$ cat src/rtl/operand_deserializer.sv
`default_nettype none
// ============================================================================
// Module   : operand_deserializer
// Purpose  : Reassembles a framed opcode plus NUM_OPS operands of DATA_W bits
//            from a narrow pin bus, delivered over one or more beats, and
//            presents the frame to the compute unit with valid/ready.
//            The pin side cannot be back-pressured, so framing problems and
//            frames dropped while holding are flagged as one-cycle pulses.
// Ports    : clock       - system clock
//            reset       - synchronous, active-high
//            io_in       - beat = {payload[PAY_W-1:0], sof, vld}
//            ops         - operand k at [k*DATA_W +: DATA_W]
//            op          - captured opcode
//            out_valid   - frame complete, ops/op stable
//            out_ready   - consumer accepts frame
//            err_sync    - pulse: beat outside a frame or resync header
//            err_overrun - pulse: header dropped while holding a frame
// Revision : 1.0 - initial release
// ============================================================================
module operand_deserializer #(
    parameter int PIN_W   = 12,
    parameter int DATA_W  = 10,
    parameter int NUM_OPS = 2,
    parameter int OP_W    = 4
) (
    input  logic                        clock,
    input  logic                        reset,
    input  logic [PIN_W-1:0]            io_in,
    output logic [NUM_OPS*DATA_W-1:0]   ops,
    output logic [OP_W-1:0]             op,
    output logic                        out_valid,
    input  logic                        out_ready,
    output logic                        err_sync,
    output logic                        err_overrun
);

    localparam int PAY_W = PIN_W - 2;
    localparam int BEATS = (DATA_W + PAY_W - 1) / PAY_W;
    localparam int BCW   = (BEATS > 1)   ? $clog2(BEATS)   : 1;
    localparam int OCW   = (NUM_OPS > 1) ? $clog2(NUM_OPS) : 1;

    typedef enum logic [1:0] {
        S_IDLE    = 2'd0,
        S_COLLECT = 2'd1,
        S_HOLD    = 2'd2
    } state_t;

    state_t           state_q;
    logic [BCW-1:0]   beat_q;     // chunk index within the current operand
    logic [OCW-1:0]   opn_q;      // operand index within the current frame
    logic [OP_W-1:0]  op_q;
    logic             valid_q;
    logic             err_sync_q;
    logic             err_overrun_q;

    logic             w_vld;
    logic             w_sof;
    logic [PAY_W-1:0] w_pay;
    logic             w_hdr;
    logic             w_data;
    logic             w_last;
    logic             w_wr;

    assign w_vld  = io_in[0];
    assign w_sof  = io_in[1];
    assign w_pay  = io_in[PIN_W-1:2];
    assign w_hdr  = w_vld & w_sof;
    assign w_data = w_vld & ~w_sof;
    assign w_last = (opn_q == OCW'(NUM_OPS - 1)) && (beat_q == BCW'(BEATS - 1));
    assign w_wr   = (state_q == S_COLLECT) && w_data;

    always_ff @(posedge clock) begin
        if (reset) begin
            state_q       <= S_IDLE;
            beat_q        <= '0;
            opn_q         <= '0;
            op_q          <= '0;
            valid_q       <= 1'b0;
            err_sync_q    <= 1'b0;
            err_overrun_q <= 1'b0;
        end else begin
            err_sync_q    <= 1'b0;
            err_overrun_q <= 1'b0;
            case (state_q)
                S_IDLE: begin
                    if (w_hdr) begin
                        op_q    <= w_pay[OP_W-1:0];
                        beat_q  <= '0;
                        opn_q   <= '0;
                        state_q <= S_COLLECT;
                    end else if (w_data) begin
                        err_sync_q <= 1'b1;
                    end
                end
                S_COLLECT: begin
                    if (w_hdr) begin
                        // Resync: restart the frame; stale operand bits are
                        // overwritten as the new data beats arrive.
                        op_q       <= w_pay[OP_W-1:0];
                        beat_q     <= '0;
                        opn_q      <= '0;
                        err_sync_q <= 1'b1;
                    end else if (w_data) begin
                        if (w_last) begin
                            beat_q  <= '0;
                            opn_q   <= '0;
                            valid_q <= 1'b1;
                            state_q <= S_HOLD;
                        end else if (beat_q == BCW'(BEATS - 1)) begin
                            beat_q <= '0;
                            opn_q  <= opn_q + OCW'(1);
                        end else begin
                            beat_q <= beat_q + BCW'(1);
                        end
                    end
                end
                S_HOLD: begin
                    if (out_ready) begin
                        valid_q <= 1'b0;
                        // A header arriving in the transfer cycle starts the
                        // next frame immediately without any error.
                        if (w_hdr) begin
                            op_q    <= w_pay[OP_W-1:0];
                            beat_q  <= '0;
                            opn_q   <= '0;
                            state_q <= S_COLLECT;
                        end else begin
                            state_q <= S_IDLE;
                        end
                    end else if (w_hdr) begin
                        err_overrun_q <= 1'b1;
                    end
                end
                default: begin
                    state_q <= S_IDLE;
                    valid_q <= 1'b0;
                end
            endcase
        end
    end

    // Operand storage: each bit knows statically which chunk and payload bit
    // feed it, so payload bits beyond DATA_W in the last chunk are never kept.
    for (genvar k = 0; k < NUM_OPS; k++) begin : g_op
        for (genvar i = 0; i < DATA_W; i++) begin : g_bit
            localparam int CH  = i / PAY_W;
            localparam int OFS = i % PAY_W;
            logic bit_q;
            always_ff @(posedge clock) begin
                if (reset) begin
                    bit_q <= 1'b0;
                end else if (w_wr && (opn_q == OCW'(k)) && (beat_q == BCW'(CH))) begin
                    bit_q <= w_pay[OFS];
                end
            end
            assign ops[k*DATA_W + i] = bit_q;
        end
    end

    assign op          = op_q;
    assign out_valid   = valid_q;
    assign err_sync    = err_sync_q;
    assign err_overrun = err_overrun_q;

endmodule
`default_nettype wire

$ cat config.mk
export PLATFORM = sky130hd
export DESIGN_NAME = operand_deserializer
export DESIGN_NICKNAME = d
export VERILOG_FILES = /design/src/rtl/operand_deserializer.sv
export SDC_FILE = /design/constraint.sdc
export NUM_CORES = 1
export LEC_CHECK = 0
export ABC_AREA = 0
export BUFFER_PORTS_ARGS = -buffer_cell sky130_fd_sc_hd__buf_2
export CORE_MARGIN = 1
export CORE_UTILIZATION = 36
export CTS_BUF_LIST = sky130_fd_sc_hd__clkbuf_4 sky130_fd_sc_hd__clkbuf_8
export DETAILED_ROUTE_END_ITERATION = 6
export PLACE_DENSITY = 0.56
export RECOVER_POWER = 50
export SLEW_MARGIN = 20
export SYNTH_ARGS = -nofsm -noshare
export SYNTH_HDL_FRONTEND = slang
export SYNTH_SLANG_ARGS = --single-unit
$ cat constraint.sdc
create_clock -name clock -period 3.6 [get_ports clock]
set_input_delay 0.18 -clock clock [delete_from_list [all_inputs] [get_ports clock]]
set_output_delay 0.18 -clock clock [all_outputs]
set_load 0.01 [all_outputs]
==> metrics, run 1 <==
status finished clean; largest net degree at the start of global routing 41; CTS HTree Levels 2; total wire length 2.51 mm; vias in the first global route 883; fin crit share 0.396; Compound-Gate Fraction of Synth Area 0.0440; # diodes 0; mux cell area share after synthesis 0.173; clk sink count 30; crit path kind flop to flop; Post-Syn Area 1390 um2; Post-DRT Antenna Nets 0; clk root buf clkbuf_8; CTS tree built; Hold Path Class input port to flop; FMAX 0.701 GHz; Die Height 64.2 um; Syn-to-layout area delta 9.70%; Core Util, Final 0.414; cell count after placement 202; total negative slack 0 ns; vias post-DR 950; flip-flop and latch area 601 um2; cell leakage power 0.000640 uW; Worst-Margin Slew 0.495 ns; Adder-Cell Fraction of Synth Area 0; final setup vio count 0; Simple-Gate Fraction of Synth Area 0.217; Post-CTS Hold Fix Bufs 0; Syn Nets 155; layout cells sized above 1 0.163; post-synthesis xor/xnor area fraction 0.00629; Initial Util 0.378; CORE AREA 3690 um2; slew margin rel. 0.670; Setup Buffers After CTS 0; Tot GR Track Use 0.130; Clock Latency Late Sink 0.27 ns; Syn Area/Cell 9.95 um2; die area 4120 um2; post_cts resized 0; Yosys top cell area share 0.431; commonest cells after routing, fill and taps aside nand2b_1, dfxtp_1, clkbuf_1; RePlAce Congestion 0.666; first-pass GRT wire length 4.05 mm; Reg clk slew, reported paths 0.06 ns; count of different cell masters after synthesis 21; unrepaired setup endpoints after global routing no; number of I/O pins 42; commonest non-fill, non-tap cell in the layout nand2b_1; Critical Path AT 1.62 ns; Cell Rows 22; drt drc 0; Die W 64.2 um; # nets final 176; initial DRC count 34; max_cap viols 0; Slew Viols, Final 0; routed vias/inst 4.57; Synth area leader dfxtp_1; post-route insts no fill 208; CP Capture Type flop; Max IR drop VDD 0.000211 V; Hold Vio Cnt, Final 0; antenna violations before repair 0; worst endpoint required time 3.80 ns; Avg WL per Cell 12.1 um; crit path launch type flop; Multi-input gate area 612 um2; Yosys reg bits 30; top post-synthesis cells by area dfxtp_1, mux2i_1, nand2b_1; PD cells 428 nW/um2; CP max FO 7; synthesized instance count 140; total gr overflow 0; post-synthesis sequential area ratio 0.431; Max Root-Sink Buffers 2; drt first pass iters 4; IO buf count 41; Fin Clk Skew 0.00604 ns; CTS Buf Count 5; Synth warnings 0; minimum clock period 1.43 ns; largest family of logic cells by synthesized area simple AND/OR/NAND/NOR gates; DP HPWL 1.82 mm; Fillers 395
flip-flops by register name (all words and copies together), names as in the netlist:
name,count
g_op.g_bit.bit_q,20
op,4
state_q,2
err_overrun,1
err_sync,1
opn_q,1
out_valid,1
layer usage:
metal,vias to the layer above,global-route usage,wire length (um)
li1,478,-,-
met1,435,0.160,1160
met2,30,0.203,1140
met3,7,0.0518,167
met4,0,0.0500,45
met5,-,0,0
layout make-up:
type | instances | area share
well taps | 48 | 0.0393
repair buffers | 41 | 0.113
clock buffers | 6 | 0.0541
flip-flops and latches | 30 | 0.393
multi-input cells | 83 | 0.400
through the flow:
stage	hold slack, ns	setup WS [ns]	instance area, um2	total power (uW)
after floorplan	0.352	2.43	1390	390
after global placement	0.447	2.24	1480	405
after detailed placement	0.453	2.17	1480	406
after CTS	0.194	2.16	1560	663
after global routing	0.212	2.08	1530	681
final	0.195	2.17	1530	653
final timing paths:
kind                           start                             endpoint  slack, ns  cells after the start
max reg2reg  state_q[1]$_SDFFE_PP0P_  g_op[0].g_bit[3].bit_q$_SDFFE_PP0P_       2.17                      3
min                         io_in[6]  g_op[0].g_bit[4].bit_q$_SDFFE_PP0P_       0.20                      3
max          state_q[1]$_SDFFE_PP0P_  g_op[0].g_bit[3].bit_q$_SDFFE_PP0P_       2.17                      3
min reg2reg   out_valid$_SDFFE_PP0P_               out_valid$_SDFFE_PP0P_       0.46                      2
cells by family (layout without fill, tap and decap cells):
| logic type | count (synthesis) | in the layout |
|---|---|---|
| AO/OA/AOI/OAI | 9 | 9 |
| XOR/XNOR | 1 | 1 |
| buffers and inverters | 27 | 47 |
| flip-flops | 30 | 30 |
| multiplexers | 24 | 24 |
| AND/OR/NAND/NOR | 49 | 49 |
synth_stat cells:
| master | number |
|---|---|
| a21bo_2 | 1 |
| a21oi_1 | 4 |
| a21oi_2 | 1 |
| and2_1 | 1 |
| and4bb_4 | 1 |
| buf_2 | 3 |
| buf_4 | 20 |
| clkbuf_1 | 4 |
| dfxtp_1 | 30 |
| mux2i_1 | 24 |
| nand2_1 | 3 |
| nand2_2 | 1 |
| nand2b_1 | 36 |
| nor2_1 | 3 |
| nor2b_1 | 1 |
| nor3_1 | 2 |
| nor4b_1 | 1 |
| o211ai_1 | 1 |
| o21ai_0 | 1 |
| o21ba_2 | 1 |
| xor2_1 | 1 |
critical path, cell delays in order (launching register included):
cell	delay (ns)
dfxtp_1	0.37
and4bb_4	0.36
nor2b_1	0.40
mux2i_1	0.23
power by group:
| group | internal, uW | leakage, uW | total [uW] | switching (uW) |
|---|---|---|---|---|
| sequential | 340 | 0.000243 | 346 | 5.73 |
| clock | 147 | 0.0000431 | 256 | 109 |
| combinational | 25.5 | 0.000354 | 51.7 | 26.3 |
Note: power is estimated with default switching activity, not from simulation.
==> run 2, diff against run 1 <==
- ABC_AREA: 0 -> 1
- PLACE_DENSITY: 0.56 -> 0.59
- clock period: 3.6 -> 1.3 ns (I/O delays scaled with it)
==> run 2 against run 1 <==
  * Clock skew up 0.00071 ns
  * Hold slack worse by 0.18 ns
  * Global-route usage is 1.3 points higher
  * Final area grew 1.3%
  * Worst setup slack got worse by 2.1 ns
==> metrics, run 2 <==
Hold EP g_op[1].g_bit[2].bit_q$_SDFFE_PP0P_; flip-flop and latch area 601 um2 (unchanged); hold path start io_in[4]; worst endpoint required time 1.53 ns (-2.27 ns); Tot GR Track Use 0.143 (+0.0132); CP Capture Type flop; antenna violations before repair 0 (unchanged); max_cap viols 0 (unchanged); Reg clk slew, reported paths 0.10 ns (+0.04 ns); Crit path largest cell delay 0.35 ns (-0.05 ns); largest net degree at the start of global routing 23 (-44%); crit path kind flop to flop; Hold Path Class input port to flop; synthesized instance count 170 (+21%); Yosys top cell area share 0.457 (+0.0259); CTS tree built; met3 wire len 148 um (-11%); max reg flops 20 (unchanged); RePlAce Congestion 0.850 (+28%); Syn-to-layout area delta 17.8%; post-synthesis sequential area ratio 0.457 (+0.0259); Synth warnings 0 (unchanged); cell leakage power 0.000640 uW (about the same); CP max FO 7 (unchanged); R2R setup slack 0.11 ns (-2.07 ns); Avg WL per Cell 10.6 um (-12%); first-pass GRT wire length 4.34 mm (+7.2%); fin crit share 0.917 (+0.521); Seq pwr share 0.515 (-0.014); # diodes 0 (unchanged); top post-synthesis cells by area dfxtp_1, buf_4, nor2_1; vias in the first global route 955 (+8.2%); power share of the combinational group 0.101 (+0.022); post-route insts no fill 252 (+21%); Syn Area/Cell 7.73 um2 (-22%); routed vias/inst 4.44 (-2.8%); Worst-Margin Slew 0.288 ns (-0.207 ns); Clock Latency Late Sink 0.32 ns (+0.05 ns); unrepaired setup endpoints after global routing no; total negative slack 0 ns (unchanged); drt drc 0 (unchanged); Max Root-Sink Buffers 2 (unchanged); total wire length 2.68 mm (+6.6%); CTS HTree Levels 2 (unchanged); die area 3900 um2 (-5.5%); Fin Clk Skew 0.00675 ns (+0.000715 ns); minimum clock period 1.19 ns (-0.234 ns); DP HPWL 1.99 mm (+9.1%); slew margin rel. 0.808 (+0.138); FMAX 0.839 GHz (+20%); Hold Vio Cnt, Final 0 (unchanged); Post-synth top cells nor2_1, dfxtp_1, o21ai_0; IO buf count 41 (unchanged); Fillers 362 (-8.4%); CORE AREA 3420 um2 (-7.4%); met2 wire length 1.14 mm (+0.18%); Int Pwr 1420 uW (+180%); worst r2r path cells 6 (+3); highest routed layer met4; Setup Buffers After CTS 0 (unchanged); most common cell in the netlist nor2_1; Sw Share 0.235 (+0.0192); clk root buf clkbuf_4; number of I/O pins 42 (unchanged); r2r startpoint state_q[0]$_SDFFE_PP0P_; crit path launch type flop; ys flop type dfxtp_1; hold_ws 0.0125 ns (-0.183 ns); post-route cell area 1550 um2 (+1.3%); DP Area 1440 um2 (-2.6%); # nets final 220 (+25%); Critical Path AT 1.42 ns (-0.20 ns); vias post-DR 1119 (+18%); Die W 62.4 um (-2.8%); drt first pass iters 4 (unchanged); Initial Util 0.385 (+0.00707); initial DRC count 69 (+100%); Clock Power Share 0.384 (-0.008); ys async rst share 0 (unchanged); Post-Syn Area 1310 um2 (-5.7%); Synth area leader dfxtp_1; Die Height 62.4 um (-2.8%); cell chain of the critical path inv_2, nor2_4, nand3_2, buf_4, o21ai_0, nor2_1; total gr overflow 0 (unchanged); final setup vio count 0 (unchanged); CTS Buf Count 5 (unchanged); hold path depth 3 (unchanged); worst reg2reg endpoint g_op[0].g_bit[7].bit_q$_SDFFE_PP0P_; commonest non-fill, non-tap cell in the layout nor2_1; Post-synth EDFFs 0 (unchanged); M1 WL 1.35 mm (+17%); layout cells sized above 1 0.204 (+0.0414); Slowest cell on crit path dfxtp_1; Post-DRT Antenna Nets 0 (unchanged); cell count after placement 238 (+18%); commonest cells after routing, fill and taps aside nor2_1, dfxtp_1, clkbuf_1; count of different cell masters after synthesis 22 (+4.8%); Yosys reg bits 30 (unchanged); Slew Viols, Final 0 (unchanged); Cell Rows 21 (-4.5%); status finished clean; Syn Nets 185 (+19%); NetSw 437 uW (+210%); most flop-heavy register g_op.g_bit.bit_q; Multi-input gate area 487 um2 (-20%); PD cells 1200 nW/um2 (+180%); clk sink count 30 (unchanged); Max IR drop VDD 0.000678 V (+220%)
-- run 2: changes by cell type in the layout (fill, tap and decap cells not counted), sizes merged, moves of 8 or more --
cell / previous run / this run
inv: 0 / 10
nand2b: 36 / 0
mux2i: 24 / 0
nand2: 4 / 12
nor2: 3 / 46
nand3: 0 / 12
o21ai: 1 / 22
-- run 2: timing repair --
action | 4_1_cts | 5_1_grt
endpoints found under the setup margin | 0 | 10
gates resized for setup | 0 | 2
hold buffers | 6 | 0
hold endpoints to repair | 7 | 0
-- run 2: critical path, delay by kind of cell, from the launching register on --
kind / cells / cell delay [ns]
buffers and inverters: 2 / 0.26
and+or+nand+nor: 3 / 0.31
DFF: 1 / 0.35
AOI/OAI and AO/OA: 1 / 0.18
-- run 2: area by class of cell --
class | count | area share
Tap cell | 46 | 0.0372
Inverter | 11 | 0.0291
Sequential cell | 30 | 0.388
Timing Repair Buffer | 54 | 0.181
Multi-Input combinational cell | 103 | 0.314
Clock inverter | 3 | 0.0259
Clock buffer | 5 | 0.0243
-- run 2: metrics by stage --
stage / setup WS, ns / total power (uW) / util
after floorplan: 0.188 / 1090 / -
after global placement: 0.0756 / 1160 / 0.421
after detailed placement: 0.0721 / 1160 / 0.421
after CTS: 0.0540 / 1890 / 0.462
after global routing: 0.0151 / 1960 / 0.453
final: 0.108 / 1860 / 0.453
-- run 2: how the worst max path moves through the flow --
stage	start	end	depth (start not counted)
3_5_place_dp	state_q[0]$_SDFFE_PP0P_	g_op[0].g_bit[7].bit_q$_SDFFE_PP0P_	6
6_report	state_q[0]$_SDFFE_PP0P_	g_op[0].g_bit[7].bit_q$_SDFFE_PP0P_	6
5_1_grt	state_q[1]$_SDFFE_PP0P_	opn_q$_SDFFE_PP0P_	5
2_1_floorplan	state_q[0]$_SDFFE_PP0P_	g_op[1].g_bit[0].bit_q$_SDFFE_PP0P_	8
3_3_place_gp	state_q[0]$_SDFFE_PP0P_	g_op[0].g_bit[7].bit_q$_SDFFE_PP0P_	6
4_1_cts	state_q[0]$_SDFFE_PP0P_	g_op[0].g_bit[7].bit_q$_SDFFE_PP0P_	6
-- run 2: power by group through the flow --
stage / clock network (uW) / logic, uW / registers [uW]
3_3_place_gp: 0 / 179 / 978
5_1_grt: 792 / 211 / 960
6_report: 713 / 188 / 957
2_1_floorplan: 0 / 113 / 981
4_1_cts: 741 / 191 / 957
3_5_place_dp: 0 / 177 / 979
-- run 2: logic make-up after synthesis --
group                  count (synthesis)  share of synthesized area
and+or+nand+nor                       71                      0.234
DFF                                   30                      0.457
buffers and inverters                 37                      0.176
AOI/OAI and AO/OA                     32                      0.132
-- run 2: routing by layer --
layer / GRT usage / up-vias
met5: 0 / -
met4: 0.0523 / 0
met3: 0.0511 / 5
met2: 0.205 / 31
met1: 0.197 / 486
li1: - / 597
==> run 3, diff against run 2 <==
- PLACE_DENSITY: 0.59 -> 0.57
- clock period: 1.3 -> 1.5 ns (I/O delays scaled with it)
==> run 3 against run 2 <==
  * Critical path depth grew 1
  * Clock power shrank 28%
  * Sequential cell count is the same
  * Total power shrank 20%
  * Global-route usage grew 1.1 points
  * Final area shrank 2.9%
  * Wire length grew 3.0%
  * Utilization shrank 1.3 points
  * Combinational power shrank 19%
==> metrics, run 3 (same netlist as run 2, synthesis figures left out) <==
status finished clean; CTS HTree Levels 2 (unchanged); max_cap viols 0 (unchanged); Setup Buffers After CTS 0 (unchanged); Max Root-Sink Buffers 2 (unchanged); # diodes 0 (unchanged); Multi-input gate area 487 um2 (unchanged); Core Util, Final 0.440 (-0.0132); Post-DRT Antenna Nets 0 (unchanged); Cell Rows 21 (unchanged); GR peak layer met2; flip-flop and latch area 601 um2 (unchanged); cell leakage power 0.000609 uW (-4.9%); clk sink count 30 (unchanged); drt drc 0 (unchanged); Clock Latency Late Sink 0.33 ns (about the same); CTS Buf Count 5 (unchanged); slew margin rel. 0.667 (-0.141); # nets final 215 (-2.3%); layout cells sized above 1 0.184 (-0.0198); most flop-heavy register g_op.g_bit.bit_q; DP HPWL 2.04 mm (+2.6%); commonest non-fill, non-tap cell in the layout nor2_1; crit path kind flop to flop; FMAX 0.754 GHz (-10%); Die W 62.4 um (unchanged); number of I/O pins 42 (unchanged); unrepaired setup endpoints after global routing no; CORE AREA 3420 um2 (unchanged); Die Height 62.4 um (unchanged); die area 3900 um2 (unchanged); largest net degree at the start of global routing 23 (unchanged); M2 GR Usage 0.253 (+0.0476); Tot GR Track Use 0.155 (+0.0114); antenna violations before repair 0 (unchanged); Critical Path AT 1.55 ns (+0.13 ns); CP Capture Type flop; minimum clock period 1.33 ns (+0.133 ns); Worst-Margin Slew 0.494 ns (+0.206 ns); CP max FO 12 (+5); met3 Use GR 0.0639 (+0.0128); total wire length 2.76 mm (+3.0%); Max IR drop VDD 0.000507 V (-25%); routed vias/inst 4.54 (+2.2%); drt first pass iters 4 (unchanged); Slew Viols, Final 0 (unchanged); CTS tree built; total power 1500 uW (-20%); total gr overflow 0 (unchanged); total negative slack 0 ns (unchanged); worst endpoint required time 1.72 ns (+0.19 ns); PD cells 995 nW/um2 (-17%); Hold Path Class input port to flop; Reg clk slew, reported paths 0.10 ns (about the same); Hold Vio Cnt, Final 0 (unchanged); commonest cells after routing, fill and taps aside nor2_1, dfxtp_1, clkbuf_1; Syn-to-layout area delta 14.4%; max reg flops 20 (unchanged); Fillers 393 (+8.6%); Avg WL per Cell 11.2 um (+5.1%); fin crit share 0.884 (-0.0334); RePlAce Congestion 0.810 (-4.6%); hold_ws 0.00304 ns (-0.00942 ns); initial DRC count 53 (-23%); Fin Clk Skew 0.00918 ns (+0.00243 ns); final setup vio count 0 (unchanged); vias in the first global route 1027 (+7.5%); IO buf count 41 (unchanged); global-route met1 utilization 0.182 (-0.0145); Initial Util 0.385 (unchanged); clk root buf clkbuf_4; crit path launch type flop; first-pass GRT wire length 4.71 mm (+8.4%); vias post-DR 1121 (+0.18%)
[run 3: cell count changes in the layout (fill, tap and decap cells not counted)]
cell           change
buf_4              -5
bufinv_16          -1
clkbuf_1           -1
clkbuf_8           +1
clkinv_2           -1
clkinvlp_4         +1
dlygate4sd3_1      +1
[run 3: per-stage QoR]
step	instance area (um2)	setup WS, ns	std cells
floorplan	1310	0.388	170
global placement	1390	0.134	232
detailed placement	1390	0.0754	232
CTS	1510	0.0678	245
global route	1500	0.0175	247
finish	1500	0.175	247
[run 3: area by class of cell]
type                       instances  share of cell area
sequential                        30               0.400
clock buffer                       6              0.0341
clock inverter                     2             0.00833
multi-input combinational        103               0.324
tap                               46              0.0383
inverter                          11              0.0300
timing repair buffer              49               0.166
[run 3: layer usage]
metal	wire length, um	vias to the layer above	part of all wire
met4	38	0	0.014
met1	1300	504	0.47
li1	-	581	-
met5	0	-	0
met2	1270	30	0.46
met3	157	6	0.057
[run 3: path summary, 6_finish.rpt]
| check | from | to | slack (ns) | cells past startpoint |
|---|---|---|---|---|
| max | state_q[0]$_SDFFE_PP0P_ | g_op[1].g_bit[5].bit_q$_SDFFE_PP0P_ | 0.17 | 7 |
| min | io_in[3] | g_op[1].g_bit[1].bit_q$_SDFFE_PP0P_ | 0.003 | 3 |
| max reg2reg | state_q[0]$_SDFFE_PP0P_ | g_op[1].g_bit[5].bit_q$_SDFFE_PP0P_ | 0.17 | 7 |
| min reg2reg | op[0]$_SDFFE_PP0P_ | op[0]$_SDFFE_PP0P_ | 0.47 | 2 |
[run 3: what timing repair did]
action                                 in CTS  in global routing
endpoints found under the hold margin       5                  3
setup endpoints to repair                   0                 10
gates resized for setup                     0                  2
hold buffers                                5                  2
[run 3: worst max-delay path, cell delays in order, from the launching register on]
cell and delay [ns]:
dfxtp_1 0.41, inv_2 0.09, nor2_4 0.14, inv_2 0.06, nor2_4 0.17, inv_2 0.18
nor2_1 0.12, nor2_1 0.05
[run 3: where the power goes]
part,internal (uW),switching [uW]
Clock,225,286
Combinational,62.3,90.5
Sequential,818,13.6
